--- src/rtl/data_in_w_to_n_if.sv ---
`default_nettype none
// ============================================================================
//  Module      : data_in_w_to_n_if
//  Description : Bundle of the signals between the wide-to-narrow unpacker and
//                its neighbours:
//                  word side  : in_data, in_valid, in_ready
//                  tx side    : next_req, manual_start, flush
//                  slice side : data_out, out_stb, word_done, underrun,
//                               slice_idx
//                master = the producer/tx side, slave = the unpacker itself.
//  Revision    : 1.0  initial release
// ============================================================================
interface data_in_w_to_n_if #(
    parameter int IN_W  = 64,
    parameter int OUT_W = 8
);
    localparam int IDX_W = $clog2(IN_W / OUT_W);

    logic [IN_W-1:0]  in_data;
    logic             in_valid;
    logic             in_ready;
    logic             next_req;
    logic             manual_start;
    logic             flush;
    logic [OUT_W-1:0] data_out;
    logic             out_stb;
    logic             word_done;
    logic             underrun;
    logic [IDX_W-1:0] slice_idx;

    modport master (
        output in_data, in_valid, next_req, manual_start, flush,
        input  in_ready, data_out, out_stb, word_done, underrun, slice_idx
    );

    modport slave (
        input  in_data, in_valid, next_req, manual_start, flush,
        output in_ready, data_out, out_stb, word_done, underrun, slice_idx
    );
endinterface
`default_nettype wire

--- src/rtl/data_in_w_to_n.sv ---
`default_nettype none
// ============================================================================
//  Module      : data_in_w_to_n
//  Description : Wide-to-narrow parallel unpacker for the tx serialiser path.
//                Takes one IN_W-bit word over valid/ready and releases it as
//                OUT_W-bit slices, one per rising edge of next_req or
//                manual_start. Supports LSB- or MSB-first order, cut-through
//                of the first slice, flush and underrun pulses.
//  Ports       : clk, rst (sync, active-high)
//                bus (slave modport): in_data/in_valid/in_ready word input,
//                next_req/manual_start/flush controls, data_out/out_stb/
//                word_done/underrun/slice_idx slice output.
//  Revision    : 1.0  initial release
// ============================================================================
module data_in_w_to_n #(
    parameter int IN_W      = 64,
    parameter int OUT_W     = 8,
    parameter bit MSB_FIRST = 1'b0
) (
    input  wire logic         clk,
    input  wire logic         rst,
    data_in_w_to_n_if.slave   bus
);
    localparam int c_nslice = IN_W / OUT_W;
    localparam int c_idx_w  = $clog2(c_nslice);
    localparam logic [c_idx_w-1:0] c_last_idx = c_idx_w'(c_nslice - 1);
    localparam logic [c_idx_w-1:0] c_one_idx  = c_idx_w'(1);
    // Bit position of slice 0 inside an incoming word (used for cut-through).
    localparam int c_pos0   = MSB_FIRST ? (c_nslice - 1) : 0;

    if (((IN_W % OUT_W) != 0) || (IN_W < 2 * OUT_W)) begin : g_bad_params
        $error("data_in_w_to_n: IN_W must be a multiple of OUT_W and >= 2*OUT_W");
    end

    typedef enum logic [0:0] {
        ST_EMPTY = 1'b0,
        ST_HOLD  = 1'b1
    } state_t;

    state_t               r_state,     w_state_nxt;
    logic [IN_W-1:0]      r_buf,       w_buf_nxt;
    logic [c_idx_w-1:0]   r_slice_idx, w_slice_idx_nxt;
    logic [OUT_W-1:0]     r_data_out,  w_data_out_nxt;
    logic                 r_out_stb,   w_out_stb_nxt;
    logic                 r_word_done, w_word_done_nxt;
    logic                 r_underrun,  w_underrun_nxt;
    logic                 r_req_d;
    logic                 r_start_d;

    logic                 w_req_edge;
    logic [OUT_W-1:0]     w_in_slice0;
    logic [OUT_W-1:0]     w_buf_slice [c_nslice];

    // Either request source starts a slice; both are level inputs, so only
    // their low-to-high transitions count.
    assign w_req_edge = (bus.next_req & ~r_req_d) | (bus.manual_start & ~r_start_d);

    // Reorder the held word into transmit order once, so the datapath is a
    // plain index by slice_idx regardless of MSB_FIRST.
    for (genvar gi = 0; gi < c_nslice; gi++) begin : g_slice
        localparam int c_pos = MSB_FIRST ? (c_nslice - 1 - gi) : gi;
        assign w_buf_slice[gi] = r_buf[c_pos*OUT_W +: OUT_W];
    end

    assign w_in_slice0 = bus.in_data[c_pos0*OUT_W +: OUT_W];

    always_comb begin
        w_state_nxt     = r_state;
        w_buf_nxt       = r_buf;
        w_slice_idx_nxt = r_slice_idx;
        w_data_out_nxt  = r_data_out;
        w_out_stb_nxt   = 1'b0;
        w_word_done_nxt = 1'b0;
        w_underrun_nxt  = 1'b0;

        if (bus.flush) begin
            // Drop the held word; data_out keeps its last slice.
            w_state_nxt     = ST_EMPTY;
            w_slice_idx_nxt = '0;
        end else begin
            case (r_state)
                ST_EMPTY: begin
                    if (bus.in_valid) begin
                        w_buf_nxt   = bus.in_data;
                        w_state_nxt = ST_HOLD;
                        if (w_req_edge) begin
                            // Cut-through: first slice leaves in the same
                            // cycle the word is accepted.
                            w_data_out_nxt  = w_in_slice0;
                            w_out_stb_nxt   = 1'b1;
                            w_slice_idx_nxt = c_one_idx;
                        end else begin
                            w_slice_idx_nxt = '0;
                        end
                    end else if (w_req_edge) begin
                        w_underrun_nxt = 1'b1;
                    end
                end
                ST_HOLD: begin
                    if (w_req_edge) begin
                        w_data_out_nxt = w_buf_slice[r_slice_idx];
                        w_out_stb_nxt  = 1'b1;
                        if (r_slice_idx == c_last_idx) begin
                            w_word_done_nxt = 1'b1;
                            w_slice_idx_nxt = '0;
                            w_state_nxt     = ST_EMPTY;
                        end else begin
                            w_slice_idx_nxt = r_slice_idx + 1'b1;
                        end
                    end
                end
                default: begin
                    w_state_nxt     = ST_EMPTY;
                    w_slice_idx_nxt = '0;
                end
            endcase
        end
    end

    always_ff @(posedge clk) begin
        if (rst) begin
            r_state     <= ST_EMPTY;
            r_buf       <= '0;
            r_slice_idx <= '0;
            r_data_out  <= '0;
            r_out_stb   <= 1'b0;
            r_word_done <= 1'b0;
            r_underrun  <= 1'b0;
            r_req_d     <= 1'b0;
            r_start_d   <= 1'b0;
        end else begin
            r_state     <= w_state_nxt;
            r_buf       <= w_buf_nxt;
            r_slice_idx <= w_slice_idx_nxt;
            r_data_out  <= w_data_out_nxt;
            r_out_stb   <= w_out_stb_nxt;
            r_word_done <= w_word_done_nxt;
            r_underrun  <= w_underrun_nxt;
            r_req_d     <= bus.next_req;
            r_start_d   <= bus.manual_start;
        end
    end

    // A flush cycle never accepts a word, even when already EMPTY.
    assign bus.in_ready  = (r_state == ST_EMPTY) & ~bus.flush;
    assign bus.data_out  = r_data_out;
    assign bus.out_stb   = r_out_stb;
    assign bus.word_done = r_word_done;
    assign bus.underrun  = r_underrun;
    assign bus.slice_idx = r_slice_idx;

endmodule
`default_nettype wire

--- src/flat_wrapper.sv ---
// flat-port wrapper written by rule: the top's interface ports become plain ports
module data_in_w_to_n_flat 
#(
    parameter int IN_W      = 64,
    parameter int OUT_W     = 8,
    parameter bit MSB_FIRST = 1'b0
)
  (clk, rst, bus_in_data, bus_in_valid, bus_next_req, bus_manual_start, bus_flush, bus_in_ready, bus_data_out, bus_out_stb, bus_word_done, bus_underrun, bus_slice_idx);
  data_in_w_to_n_if #(.IN_W(IN_W), .OUT_W(OUT_W)) bus_i ();
  input  wire logic clk;
  input  wire logic rst;
  input wire logic [$bits(bus_i.in_data)-1:0] bus_in_data;
  input wire logic [$bits(bus_i.in_valid)-1:0] bus_in_valid;
  input wire logic [$bits(bus_i.next_req)-1:0] bus_next_req;
  input wire logic [$bits(bus_i.manual_start)-1:0] bus_manual_start;
  input wire logic [$bits(bus_i.flush)-1:0] bus_flush;
  output wire logic [$bits(bus_i.in_ready)-1:0] bus_in_ready;
  output wire logic [$bits(bus_i.data_out)-1:0] bus_data_out;
  output wire logic [$bits(bus_i.out_stb)-1:0] bus_out_stb;
  output wire logic [$bits(bus_i.word_done)-1:0] bus_word_done;
  output wire logic [$bits(bus_i.underrun)-1:0] bus_underrun;
  output wire logic [$bits(bus_i.slice_idx)-1:0] bus_slice_idx;
  assign bus_i.in_data = bus_in_data;
  assign bus_i.in_valid = bus_in_valid;
  assign bus_i.next_req = bus_next_req;
  assign bus_i.manual_start = bus_manual_start;
  assign bus_i.flush = bus_flush;
  assign bus_in_ready = bus_i.in_ready;
  assign bus_data_out = bus_i.data_out;
  assign bus_out_stb = bus_i.out_stb;
  assign bus_word_done = bus_i.word_done;
  assign bus_underrun = bus_i.underrun;
  assign bus_slice_idx = bus_i.slice_idx;
  data_in_w_to_n #(.IN_W(IN_W), .OUT_W(OUT_W), .MSB_FIRST(MSB_FIRST)) u_core (.clk(clk), .rst(rst), .bus(bus_i));
endmodule
--- config.mk ---
export PLATFORM = sky130hd
export DESIGN_NAME = data_in_w_to_n_flat
export DESIGN_NICKNAME = d
export VERILOG_FILES = /design/src/rtl/data_in_w_to_n_if.sv /design/src/rtl/data_in_w_to_n.sv /design/src/flat_wrapper.sv
export SDC_FILE = /design/constraint.sdc
export NUM_CORES = 1
export LEC_CHECK = 0
export BUFFER_PORTS_ARGS = -buffer_cell sky130_fd_sc_hd__buf_2
export CAP_MARGIN = 20
export CORE_MARGIN = 5
export CORE_UTILIZATION = 53
export CTS_CLUSTER_DIAMETER = 150
export DETAILED_ROUTE_END_ITERATION = 16
export PLACE_DENSITY_LB_ADDON = 0.25
export SLEW_MARGIN = 15
export SYNTH_ARGS = -nofsm -noshare
export SYNTH_HDL_FRONTEND = slang
export SYNTH_SLANG_ARGS = --single-unit
--- constraint.sdc ---
create_clock -name clk -period 1.7 [get_ports clk]
set_input_delay 0.17 -clock clk [delete_from_list [all_inputs] [get_ports clk]]
set_output_delay 0.17 -clock clk [all_outputs]
set_load 0.03 [all_outputs]
======== Word level (Yosys, flattened, before mapping) ========
Cells that the tools add are included.
cells by class
  add/sub/neg operators ................... 1
  $lt $le $gt $ge ......................... 1
  equality and inequality tests ........... 4
  muxes and demuxes ....................... 20
  bitwise logic cells ..................... 10
  reductions and logical operators ........ 6
operators with widths
  cell                 number
  $mux 8               5
  $bmux 8 s3           1
  $pmux 8 s2           1
  $mux 3               3
  $reduce_or 4->1      2
  $mux 1               7
  $pmux 3 s2           1
  $not 1->1            5
  $ge 4x4->1 const B   1
  $ne 2x2->1 const B   2
  $not 3->4            1
  $pmux 1 s2           2
  $reduce_and 4->1     1
  $add 3x1->3 const B  1
  $and 1x1->1          3
  $eq 3x3->1 const B   1
  $reduce_and 3->1     1
  $ne 2x1->1 const B   1
  $reduce_and 2->1     1
  $reduce_or 2->1      1
  $or 1x1->1           1
storage, ports and cells
  register bits ........................... 81
  bits of input ports ..................... 70
  output and inout port bits .............. 15

======== Logic depth before layout (Yosys ltp) ========
Gate-level depths: netlist of the first run.
  depth after elaboration ................. 6
  gate-level depth with buffers ........... 7

======== Least setup slack after synthesis of the first run ========
OpenSTA, ideal clock, no wires.
  path kind ............................... flip-flop to flip-flop
  start point ............................. register u_core.r_slice_idx[0] (netlist: u_core.bus.slice_idx[0])
  end point ............................... register u_core.r_data_out[0] (netlist: u_core.bus.data_out[0])
  arrival time ............................ 1,645 ps
  data required time ...................... 1,562 ps
  setup slack ............................. -82 ps
  cell stages (with the launch flop) ...... 7
  clock period less this slack ............ 1,782 ps
  cells stage by stage .................... dfxtp_1 buf_6 buf_12 mux4_2 mux2i_1 a211o_1 a21oi_2
between the ends
  cells in the longest elaborated chain, start to end .. 6
ends and longest elaborated chain
  what                                       line                   text
  start, declared                            data_in_w_to_n.sv:42   logic [c_idx_w-1:0] r_slice_idx, w_slice_idx_nxt;
  start signal, assigned                     data_in_w_to_n.sv:134  r_slice_idx <= w_slice_idx_nxt;
  $not 3->4 (implied by the code)            data_in_w_to_n.sv:101  w_data_out_nxt = w_buf_slice[r_slice_idx];
  $bmux 8 s3                                 data_in_w_to_n.sv:101
  $mux 8 (implied by the code) (2 in a row)  data_in_w_to_n.sv:101
  $mux 8                                     data_in_w_to_n.sv:100  if (w_req_edge) begin
  $pmux 8 s2                                 data_in_w_to_n.sv:81   case (r_state)
  end signal, assigned                       data_in_w_to_n.sv:135  r_data_out <= w_data_out_nxt;
  end, declared                              data_in_w_to_n.sv:43   logic [OUT_W-1:0] r_data_out, w_data_out_nxt;
No other way between the ends. The select of a mux whose other input is x is not followed.
A chain may end at the register's enable or synchronous reset.

======== Final worst setup path of the first run ========
  start point ............................. register u_core.r_slice_idx[0] (netlist: u_core.bus.slice_idx[0])
  end point ............................... register u_core.r_data_out[1] (netlist: u_core.bus.data_out[1])
The elaborated chain is that of the path after synthesis.

==> results.json, run 1 <==
{
  "cp-start-kind": "flop",
  "fmax_ghz": 0.639,
  "grt-ovfl-total": 0,
  "wl_per_cell_um": 15.2,
  "clkSinkCount": 81,
  "maxSlewViolCount": 0,
  "seq_power_share": 0.555,
  "post-route-period-util": 0.921,
  "post_cts_buffers": 0,
  "tightest_slew_ns": 0.531,
  "hold_viol": 0,
  "tritoncts": "yes",
  "slew_headroom": 0.646,
  "cts_hold_buf": 0,
  "area_growth_pct": 18.7,
  "cp_slowest_cell": "mux4_1",
  "row_count": 29,
  "dp_hpwl_um": 6170,
  "coreArea_um2": 6350,
  "fill_cells": 557,
  "post-place-ws_ns": 0.126,
  "syn_area_um2": 3440,
  "dpl.cell_count": 530,
  "place.port_buffers": 84,
  "start_util": 0.542,
  "die_h_um": 90.6,
  "num_vias": 2897,
  "clockBufferDepth": 2,
  "gp_congestion": 0.864,
  "root_buffer": "clkbuf_8",
  "final_common_cell": "nand2_1",
  "critical_path_cell_count": 5,
  "track_usage": 0.208,
  "period_needed_ns": 1.57,
  "drive_above_1_share": 0.284,
  "num_antenna_cells": 0,
  "maxCapViolCount": 0,
  "nNetsFinal": 536,
  "grt_start_max_net_pins": 50,
  "dieArea_um2": 8200,
  "syn_inst": 387,
  "p_sw_frac": 0.255,
  "rsz0062_at_grt": "false",
  "crit_type": "reg -> reg",
  "synth_cell_type_count": 27,
  "cp-end-kind": "flop",
  "final_cells": 545,
  "critPathMaxStageDelay_ns": 0.55,
  "ys.warnings.count": 0,
  "grt_pass1_vias": 2945,
  "syn-num-nets": 459,
  "cp_cell_sequence": "buf_4, mux4_1, mux2i_1, a211o_1, a21oi_2",
  "clock_latency_ns": 0.34,
  "htreeDepth": 3,
  "required_ns": 1.92,
  "r2r_cells": 5,
  "cts.reportedPaths.clkPinSlew_ns": 0.08,
  "avgSynthCellArea_um2": 8.89,
  "fin_ws_ns": 0.135,
  "cts_resized": 0,
  "fin_setup_tns_ns": 0,
  "power.density_nw_per_um2": 898,
  "drc_errors": 0,
  "synth-seq-cells": 81,
  "p_leak_nw": 1.66,
  "postRouteAntennaNets": 0,
  "yosysSeqAreaShare": 0.471,
  "ir_drop_uv": 497,
  "status": "completed",
  "drt_iter0_drc": 152,
  "hold_path_class": "in -> reg",
  "p_int_mw": 2.73,
  "ioPinCount": 85,
  "wirelength_um": 8310,
  "finalSetupViolCount": 0,
  "final_cell_mix": "nand2_1 (137), buf_2 (84), dfxtp_1 (79)",
  "cts_buffers": 9,
  "critPathBufInv": 1,
  "p_sw_mw": 0.934,
  "grt_pass1_wl_um": 13700,
  "hold_depth": 3,
  "vias_per_cell": 5.32,
  "drt-pass1-iter-count": 5,
  "antenna_found_initial": 0,
  "crit_family": "multiplexers",
  "combPwrFrac": 0.119,
  "p_clk_frac": 0.326,
  "crit_fanout": 9,
  "fp.dieW_um": 90.6,
  "fin_skew_ns": 0.00938,
  "cp.arrival_ns": 1.78
}
-- cells by family after synthesis --
| group | share of synthesized area |
|---|---|
| AO/OA/AOI/OAI | 0.148 |
| adder cells (fa/ha/maj) | 0.00727 |
| multiplexers | 0.141 |
| buffers and inverters | 0.0487 |
| AND/OR/NAND/NOR | 0.184 |
| flip-flops | 0.471 |
-- state kept, by name, summed over array words and instances, names as in the netlist --
name / count
u_core.bus.slice_idx: 3
u_core.bus.data_out: 8
u_core.bus.underrun: 1
u_core.r_buf: 64
u_core.bus.out_stb: 1
u_core.bus.word_done: 1
u_core.r_req_d: 1
u_core.r_state: 1
u_core.r_start_d: 1
-- cell type report --
cell class / instances / area, um2 / share of cell area
Clock buffer: 12 / 145 / 0.0355
Clock inverter: 3 / 17.5 / 0.00429
Multi-Input combinational cell: 275 / 1660 / 0.406
Sequential cell: 81 / 1620 / 0.398
Tap cell: 77 / 96.3 / 0.0236
Timing Repair Buffer: 97 / 543 / 0.133
-- routing by layer --
layer | GRT usage | vias up | share of wire
met2 | 0.340 | 82 | 0.49
li1 | - | 1469 | -
met5 | 0 | - | 0
met4 | 0.0881 | 0 | 0.020
met1 | 0.257 | 1332 | 0.44
met3 | 0.0542 | 14 | 0.048
-- per-stage QoR --
step / instance area, um2 / hold WS (ns) / util / total power, mW
after global placement: 3920 / 0.399 / 0.618 / 2.51
after CTS: 4080 / 0.0444 / 0.643 / 3.70
after detailed placement: 3920 / 0.412 / 0.618 / 2.52
after floorplan: 3450 / 0.298 / - / 2.34
after global routing: 4080 / 0.0328 / 0.643 / 3.84
final: 4080 / 0.0552 / 0.643 / 3.67
-- tightest hold or removal path, stage by stage --
cell	delay [ns]
buf_2	0.09
nand2_1	0.05
a21oi_1	0.05
-- synthesized netlist by cell type --
cell type,count,area (um2)
nor2_2,1,6.26
a211o_1,9,78.8
buf_4,2,15.0
mux4_1,9,236
buf_2,10,50.1
dfxtp_1,81,1620
and4_1,1,8.76
or2_2,1,6.26
ha_1,2,25.0
nor2_1,15,56.3
a21oi_1,65,325
nand2_1,138,518
a21oi_2,7,61.3
a31o_2,1,8.76
mux2_2,1,11.3
mux2i_1,8,80.1
a22oi_1,1,7.51
nand2b_1,2,12.5
and2_1,1,6.26
buf_6,2,22.5
clkbuf_1,16,60.1
nor2b_1,2,12.5
buf_12,1,20.0
a32oi_1,2,17.5
and3_1,1,6.26
mux4_2,7,158
a311oi_1,1,8.76
-- power by group through the flow --
stage / combinational [mW] / clock, mW / sequential [mW]
after floorplan: 0.264 / 0 / 2.08
after global placement: 0.429 / 0 / 2.08
after detailed placement: 0.439 / 0 / 2.08
after CTS: 0.441 / 1.23 / 2.04
after global routing: 0.490 / 1.31 / 2.04
final: 0.436 / 1.20 / 2.04
-- final timing paths --
path	from	end	slack, ns
worst min-delay path	bus_in_data[56]	u_core.r_buf[56]	0.06
worst max register to register	u_core.bus.slice_idx[0]	u_core.bus.data_out[1]	0.13
worst min register to register	u_core.r_buf[36]	u_core.r_buf[36]	0.46
worst max-delay path	u_core.bus.slice_idx[0]	u_core.bus.data_out[1]	0.13
No activity file was read; power rests on OpenSTA's default activity.
==> run 2: changes to the inputs <==
--- a/config.mk
+++ b/config.mk
@@ -7,10 +7,13 @@
 export LEC_CHECK = 0
 export BUFFER_PORTS_ARGS = -buffer_cell sky130_fd_sc_hd__buf_2
 export CAP_MARGIN = 20
+export CORE_ASPECT_RATIO = 0.6
 export CORE_MARGIN = 5
 export CORE_UTILIZATION = 53
 export CTS_CLUSTER_DIAMETER = 150
 export DETAILED_ROUTE_END_ITERATION = 16
+export GPL_TIMING_DRIVEN = 0
+export MAX_ROUTING_LAYER = met4
 export PLACE_DENSITY_LB_ADDON = 0.25
 export SLEW_MARGIN = 15
 export SYNTH_ARGS = -nofsm -noshare
==> run 2 against run 1 <==
The flow now finishes with violations (negative setup slack). Wire length rose by 13%. Clock power rose by 20%. Global-route usage rose by 3.2 points. Sequential share of layout area shrank 1.6 points. Via count increased by 8.1%. Total power up 7.9%. Clock skew is 0.0056 ns lower. Fmax is 10% lower. Clock-buffer cell count down 2.
==> results.json, run 2 (synthesis gave the netlist of run 1 again) <==
{
  "ioPinCount": 85,
  "vias_per_cell": 5.45,
  "slew_headroom": 0.578,
  "crit_type": "reg -> reg",
  "hold_viol": 0,
  "antenna_found_initial": 0,
  "nNetsFinal": 558,
  "wirelength_um": 9380,
  "clockBufferDepth": 2,
  "grt_pass1_vias": 2952,
  "fill_cells": 516,
  "grt-ovfl-total": 0,
  "final_cell_mix": "nand2_1 (138), buf_2 (91), dfxtp_1 (79)",
  "p_int_mw": 2.92,
  "cp-end-kind": "flop",
  "tightest_slew_ns": 0.633,
  "wl_per_cell_um": 16.3,
  "p_sw_mw": 1.04,
  "crit_fanout": 5,
  "cts.reportedPaths.clkPinSlew_ns": 0.08,
  "start_util": 0.553,
  "track_usage": 0.239,
  "dieArea_um2": 8260,
  "hold_path_class": "in -> reg",
  "tritoncts": "yes",
  "cp_cell_sequence": "buf_12, mux4_1, mux2i_2, a211o_1, a21oi_1",
  "area_growth_pct": 23.8,
  "period_needed_ns": 1.74,
  "final_common_cell": "nand2_1",
  "dp_hpwl_um": 6830,
  "post-place-ws_ns": -0.0593,
  "post-route-period-util": 1.03,
  "num_vias": 3131,
  "ir_drop_uv": 584,
  "rsz0062_at_grt": "true",
  "coreArea_um2": 6220,
  "grt_pass1_wl_um": 14500,
  "root_buffer": "clkbuf_8",
  "num_antenna_cells": 0,
  "drive_above_1_share": 0.299,
  "regMostFlops": "u_core.r_buf",
  "seq_area_um2": 1630,
  "drt_iter0_drc": 323,
  "required_ns": 1.93,
  "total_power_mw": 3.96,
  "status": "finished with violations",
  "grt_start_max_net_pins": 15,
  "p_leak_nw": 1.74,
  "postRouteAntennaNets": 0,
  "violations": "negative setup slack",
  "maxCapViolCount": 0,
  "critPathMaxStageDelay_ns": 0.57,
  "largest_register_ffs": 64,
  "fmax_ghz": 0.574,
  "cts_hold_buf": 0,
  "cp.arrival_ns": 1.97,
  "maxSlewViolCount": 0,
  "fin_ws_ns": -0.0433,
  "whs_ns": 0.0404,
  "finalSetupViolCount": 2,
  "gp_congestion": 0.866,
  "power.density_nw_per_um2": 929,
  "p_clk_frac": 0.363,
  "die_h_um": 72.4,
  "row_count": 22,
  "clkSinkCount": 81,
  "clock_latency_ns": 0.36,
  "p_sw_frac": 0.263,
  "drt-pass1-iter-count": 5,
  "place_area_um2": 3970,
  "seq_power_share": 0.513,
  "drc_errors": 0,
  "htreeDepth": 3,
  "final_area_um2": 4260,
  "cp-start-kind": "flop",
  "fp.dieW_um": 114,
  "cts_buffers": 9,
  "fin_skew_ns": 0.00378,
  "fin_setup_tns_ns": -0.0480,
  "combPwrFrac": 0.124,
  "cp_slowest_cell": "mux4_1",
  "place.port_buffers": 84,
  "multi_input_area_um2": 1650
}
run 2: power by group through the flow:
stage / registers [mW] / clock network [mW] / logic (mW)
floorplan: 2.08 / 0 / 0.264
global placement: 2.07 / 0 / 0.450
detailed placement: 2.07 / 0 / 0.462
CTS: 2.03 / 1.45 / 0.466
global route: 2.04 / 1.55 / 0.539
finish: 2.03 / 1.44 / 0.490
run 2: final timing paths:
| kind | to | slack (ns) | start | cells past startpoint |
|---|---|---|---|---|
| max reg2reg | u_core.bus.data_out[7] | -0.04 | u_core.bus.slice_idx[0] | 5 |
| min reg2reg | u_core.r_buf[53] | 0.46 | u_core.r_buf[53] | 2 |
| min | u_core.r_buf[36] | 0.04 | bus_in_data[36] | 3 |
| max | u_core.bus.data_out[7] | -0.04 | u_core.bus.slice_idx[0] | 5 |
run 2: layer usage:
layer	track usage	share of wire	vias up
met5	-	0	-
met3	0.0783	0.11	18
li1	-	-	1522
met2	0.327	0.42	149
met4	0.0672	0.013	0
met1	0.338	0.46	1442
run 2: worst max-delay path, delay by kind of cell (launching register included):
family / cells / cell delay [ns]
muxes: 2 / 0.83
DFF: 1 / 0.39
AOI/OAI and AO/OA: 2 / 0.25
buffers and inverters: 1 / 0.13
run 2: layout make-up:
type	count	area share
repair buffers	89	0.116
plain buffers	30	0.0426
clock buffers	10	0.0323
multi-input cells	275	0.387
clock inverters	6	0.0156
flip-flops and latches	81	0.382
well taps	84	0.0247
run 2: repair_timing:
action                                  in CTS  in global routing
hold endpoints to repair                     0                  0
pin swaps                                    0                  3
endpoints found under the setup margin       7                 23
setup buffers                                0                  3
gates resized for setup                      2                 14
gates cloned                                 0                  2
run 2: metrics by stage:
stage                      util  cells
final                     0.685    575
after global routing      0.685    575
after CTS                 0.672    571
after detailed placement  0.638    555
after global placement    0.638    555
after floorplan               -    387
==> run 3: changes to the inputs <==
--- a/config.mk
+++ b/config.mk
@@ -5,10 +5,11 @@
 export SDC_FILE = /design/constraint.sdc
 export NUM_CORES = 1
 export LEC_CHECK = 0
+export ABC_AREA = 1
 export BUFFER_PORTS_ARGS = -buffer_cell sky130_fd_sc_hd__buf_2
 export CAP_MARGIN = 20
 export CORE_ASPECT_RATIO = 0.6
-export CORE_MARGIN = 5
+export CORE_MARGIN = 1
 export CORE_UTILIZATION = 53
 export CTS_CLUSTER_DIAMETER = 150
 export DETAILED_ROUTE_END_ITERATION = 16
==> run 3 against run 2 <==
The run now ends clean. Fmax increased by 8.7%. Worst setup slack better by 0.14 ns. Sequential power barely moved. Die area down 13%. Largest power group unchanged.
==> results.json, run 3 <==
{
  "status": "completed",
  "area_growth_pct": 23.0,
  "drt_iter0_drc": 358,
  "whs_ns": 0.0508,
  "wl_per_cell_um": 14.1,
  "crit_fanout": 10,
  "syn-num-nets": 603,
  "synth-seq-cells": 81,
  "total_power_mw": 4.69,
  "post-route-util": 0.702,
  "ys.warnings.count": 0,
  "htreeDepth": 3,
  "netlist.area_leader.share": 0.447,
  "r2r_end": "u_core.bus.data_out[6]",
  "grt_start_max_net_pins": 13,
  "finalSetupViolCount": 0,
  "synthTopCellsByCount": "nand2_1 (84), inv_1 (82), dfxtp_1 (81), a21oi_1 (67), nand3_1 (56)",
  "cts_buffers": 9,
  "dieArea_um2": 7190,
  "place.port_buffers": 84,
  "maxSlewViolCount": 0,
  "post_cts_buffers": 0,
  "root_buffer": "clkbuf_16",
  "fin_ws_ns": 0.0958,
  "yosysSeqAreaShare": 0.447,
  "syn_inst": 531,
  "grt_pass1_wl_um": 16100,
  "dp_hpwl_um": 7590,
  "cts.reportedPaths.clkPinSlew_ns": 0.06,
  "hold_path_class": "in -> reg",
  "cp.arrival_ns": 1.84,
  "yosysMostFrequentCell": "nand2_1",
  "start_util": 0.571,
  "drc_errors": 0,
  "post-place-ws_ns": 0.127,
  "rr_startpoint": "u_core.bus.slice_idx[0]",
  "fin_setup_tns_ns": 0,
  "largest_register_ffs": 64,
  "p_leak_nw": 2.12,
  "synth_area_leader_cell": "dfxtp_1",
  "clkSinkCount": 81,
  "synth.area.top_cells": "dfxtp_1 (45%), a21oi_1 (9.2%), nand2_1 (8.7%), inv_1 (8.5%), nand3_1 (7.7%)",
  "ioPinCount": 85,
  "required_ns": 1.94,
  "synthArstFlopShare": 0,
  "wirelength_um": 10100,
  "track_usage": 0.315,
  "die_h_um": 66.1,
  "dpl.cell_count": 699,
  "hold_depth": 3,
  "slew_headroom": 0.659,
  "avgSynthCellArea_um2": 6.84,
  "drive_above_1_share": 0.198,
  "hold_viol": 0,
  "regToRegSetupSlack_ns": 0.1,
  "grt-ovfl-total": 0,
  "num_antenna_cells": 0,
  "final_common_cell": "buf_2",
  "num_vias": 3822,
  "syn_area_um2": 3630,
  "postRouteAntennaNets": 0,
  "hold_start": "bus_next_req",
  "regMostFlops": "u_core.r_buf",
  "grt_pass1_vias": 3337,
  "clockBufferDepth": 2,
  "post-route-period-util": 0.944,
  "drt-pass1-iter-count": 5,
  "fin_skew_ns": 0.00449,
  "maxCapViolCount": 0,
  "fp.dieW_um": 109,
  "cp-end-kind": "flop",
  "rsz0062_at_grt": "false",
  "synth_ff_type": "dfxtp_1",
  "crit_type": "reg -> reg",
  "tightest_slew_ns": 0.511,
  "fill_cells": 537,
  "final_area_um2": 4470,
  "hold_end": "u_core.r_req_d",
  "final_cells": 715,
  "period_needed_ns": 1.60,
  "synth_cell_type_count": 21,
  "power.density_nw_per_um2": 1050,
  "ir_drop_uv": 697,
  "synth_edf_count": 0,
  "r2r_cells": 7,
  "antenna_found_initial": 0,
  "cp-start-kind": "flop",
  "tritoncts": "yes",
  "fmax_ghz": 0.623,
  "nNetsFinal": 698,
  "row_count": 22,
  "cts_hold_buf": 0,
  "gp_congestion": 0.940,
  "clock_latency_ns": 0.35,
  "final_cell_mix": "buf_2 (97), nand2_1 (84), inv_1 (82)",
  "vias_per_cell": 5.35,
  "coreArea_um2": 6360,
  "place_area_um2": 4160
}
==> run 3: worst max path at each step <==
stage | start | end | depth (start not counted)
2_1_floorplan | u_core.bus.slice_idx[0] | u_core.bus.data_out[5] | 7
3_3_place_gp | u_core.bus.slice_idx[0] | u_core.bus.data_out[1] | 7
3_5_place_dp | u_core.bus.slice_idx[0] | u_core.bus.data_out[2] | 7
4_1_cts | u_core.bus.slice_idx[0] | u_core.bus.data_out[2] | 7
5_1_grt | u_core.bus.slice_idx[0] | u_core.bus.data_out[5] | 7
6_report | u_core.bus.slice_idx[0] | u_core.bus.data_out[6] | 7
==> run 3: cell families (layout without fill, tap and decap cells) <==
kind of cell / count (synthesis) / count (layout) / share of synthesized area
AO/OA/AOI/OAI: 135 / 135 / 0.189
adder cells (fa/ha/maj): 2 / 2 / 0.00689
buffers and inverters: 119 / 219 / 0.133
flip-flops: 81 / 81 / 0.447
AND/OR/NAND/NOR: 194 / 194 / 0.224
==> run 3: where the power goes <==
part | switching, mW | total (mW) | internal (mW)
registers | 0.0406 | 2.06 | 2.02
clock network | 0.738 | 1.99 | 1.26
logic | 0.408 | 0.634 | 0.226
==> run 3: worst max-delay path: stages (launching register included) <==
cell,delay (ns)
dfxtp_1,0.41
buf_2,0.18
clkbuf_1,0.40
nand2_1,0.10
nand2_1,0.13
nand3_1,0.09
nand3_1,0.11
a21oi_1,0.07
==> run 3: layer usage <==
layer,up-vias,part of all wire,wire length (um),GRT usage
met5,-,0,0,-
met4,0,0.017,172,0.110
met3,21,0.10,1020,0.0916
met2,196,0.42,4280,0.448
met1,1729,0.46,4630,0.424
li1,1876,-,-,-
==> run 3: area by class of cell <==
type / instances / area, um2 / share of cell area
clock buffers: 14 / 274 / 0.0614
inverters: 85 / 319 / 0.0714
plain buffers: 34 / 165 / 0.0370
repair buffers: 84 / 420 / 0.0941
clock inverters: 2 / 35.0 / 0.00785
well taps: 84 / 105 / 0.0235
multi-input cells: 331 / 1530 / 0.342
flip-flops and latches: 81 / 1620 / 0.363
==> run 3: repair_timing <==
action                     in CTS  in global routing
resized for setup               0                  2
setup endpoints to repair       0                  4
hold endpoints to repair        0                  0
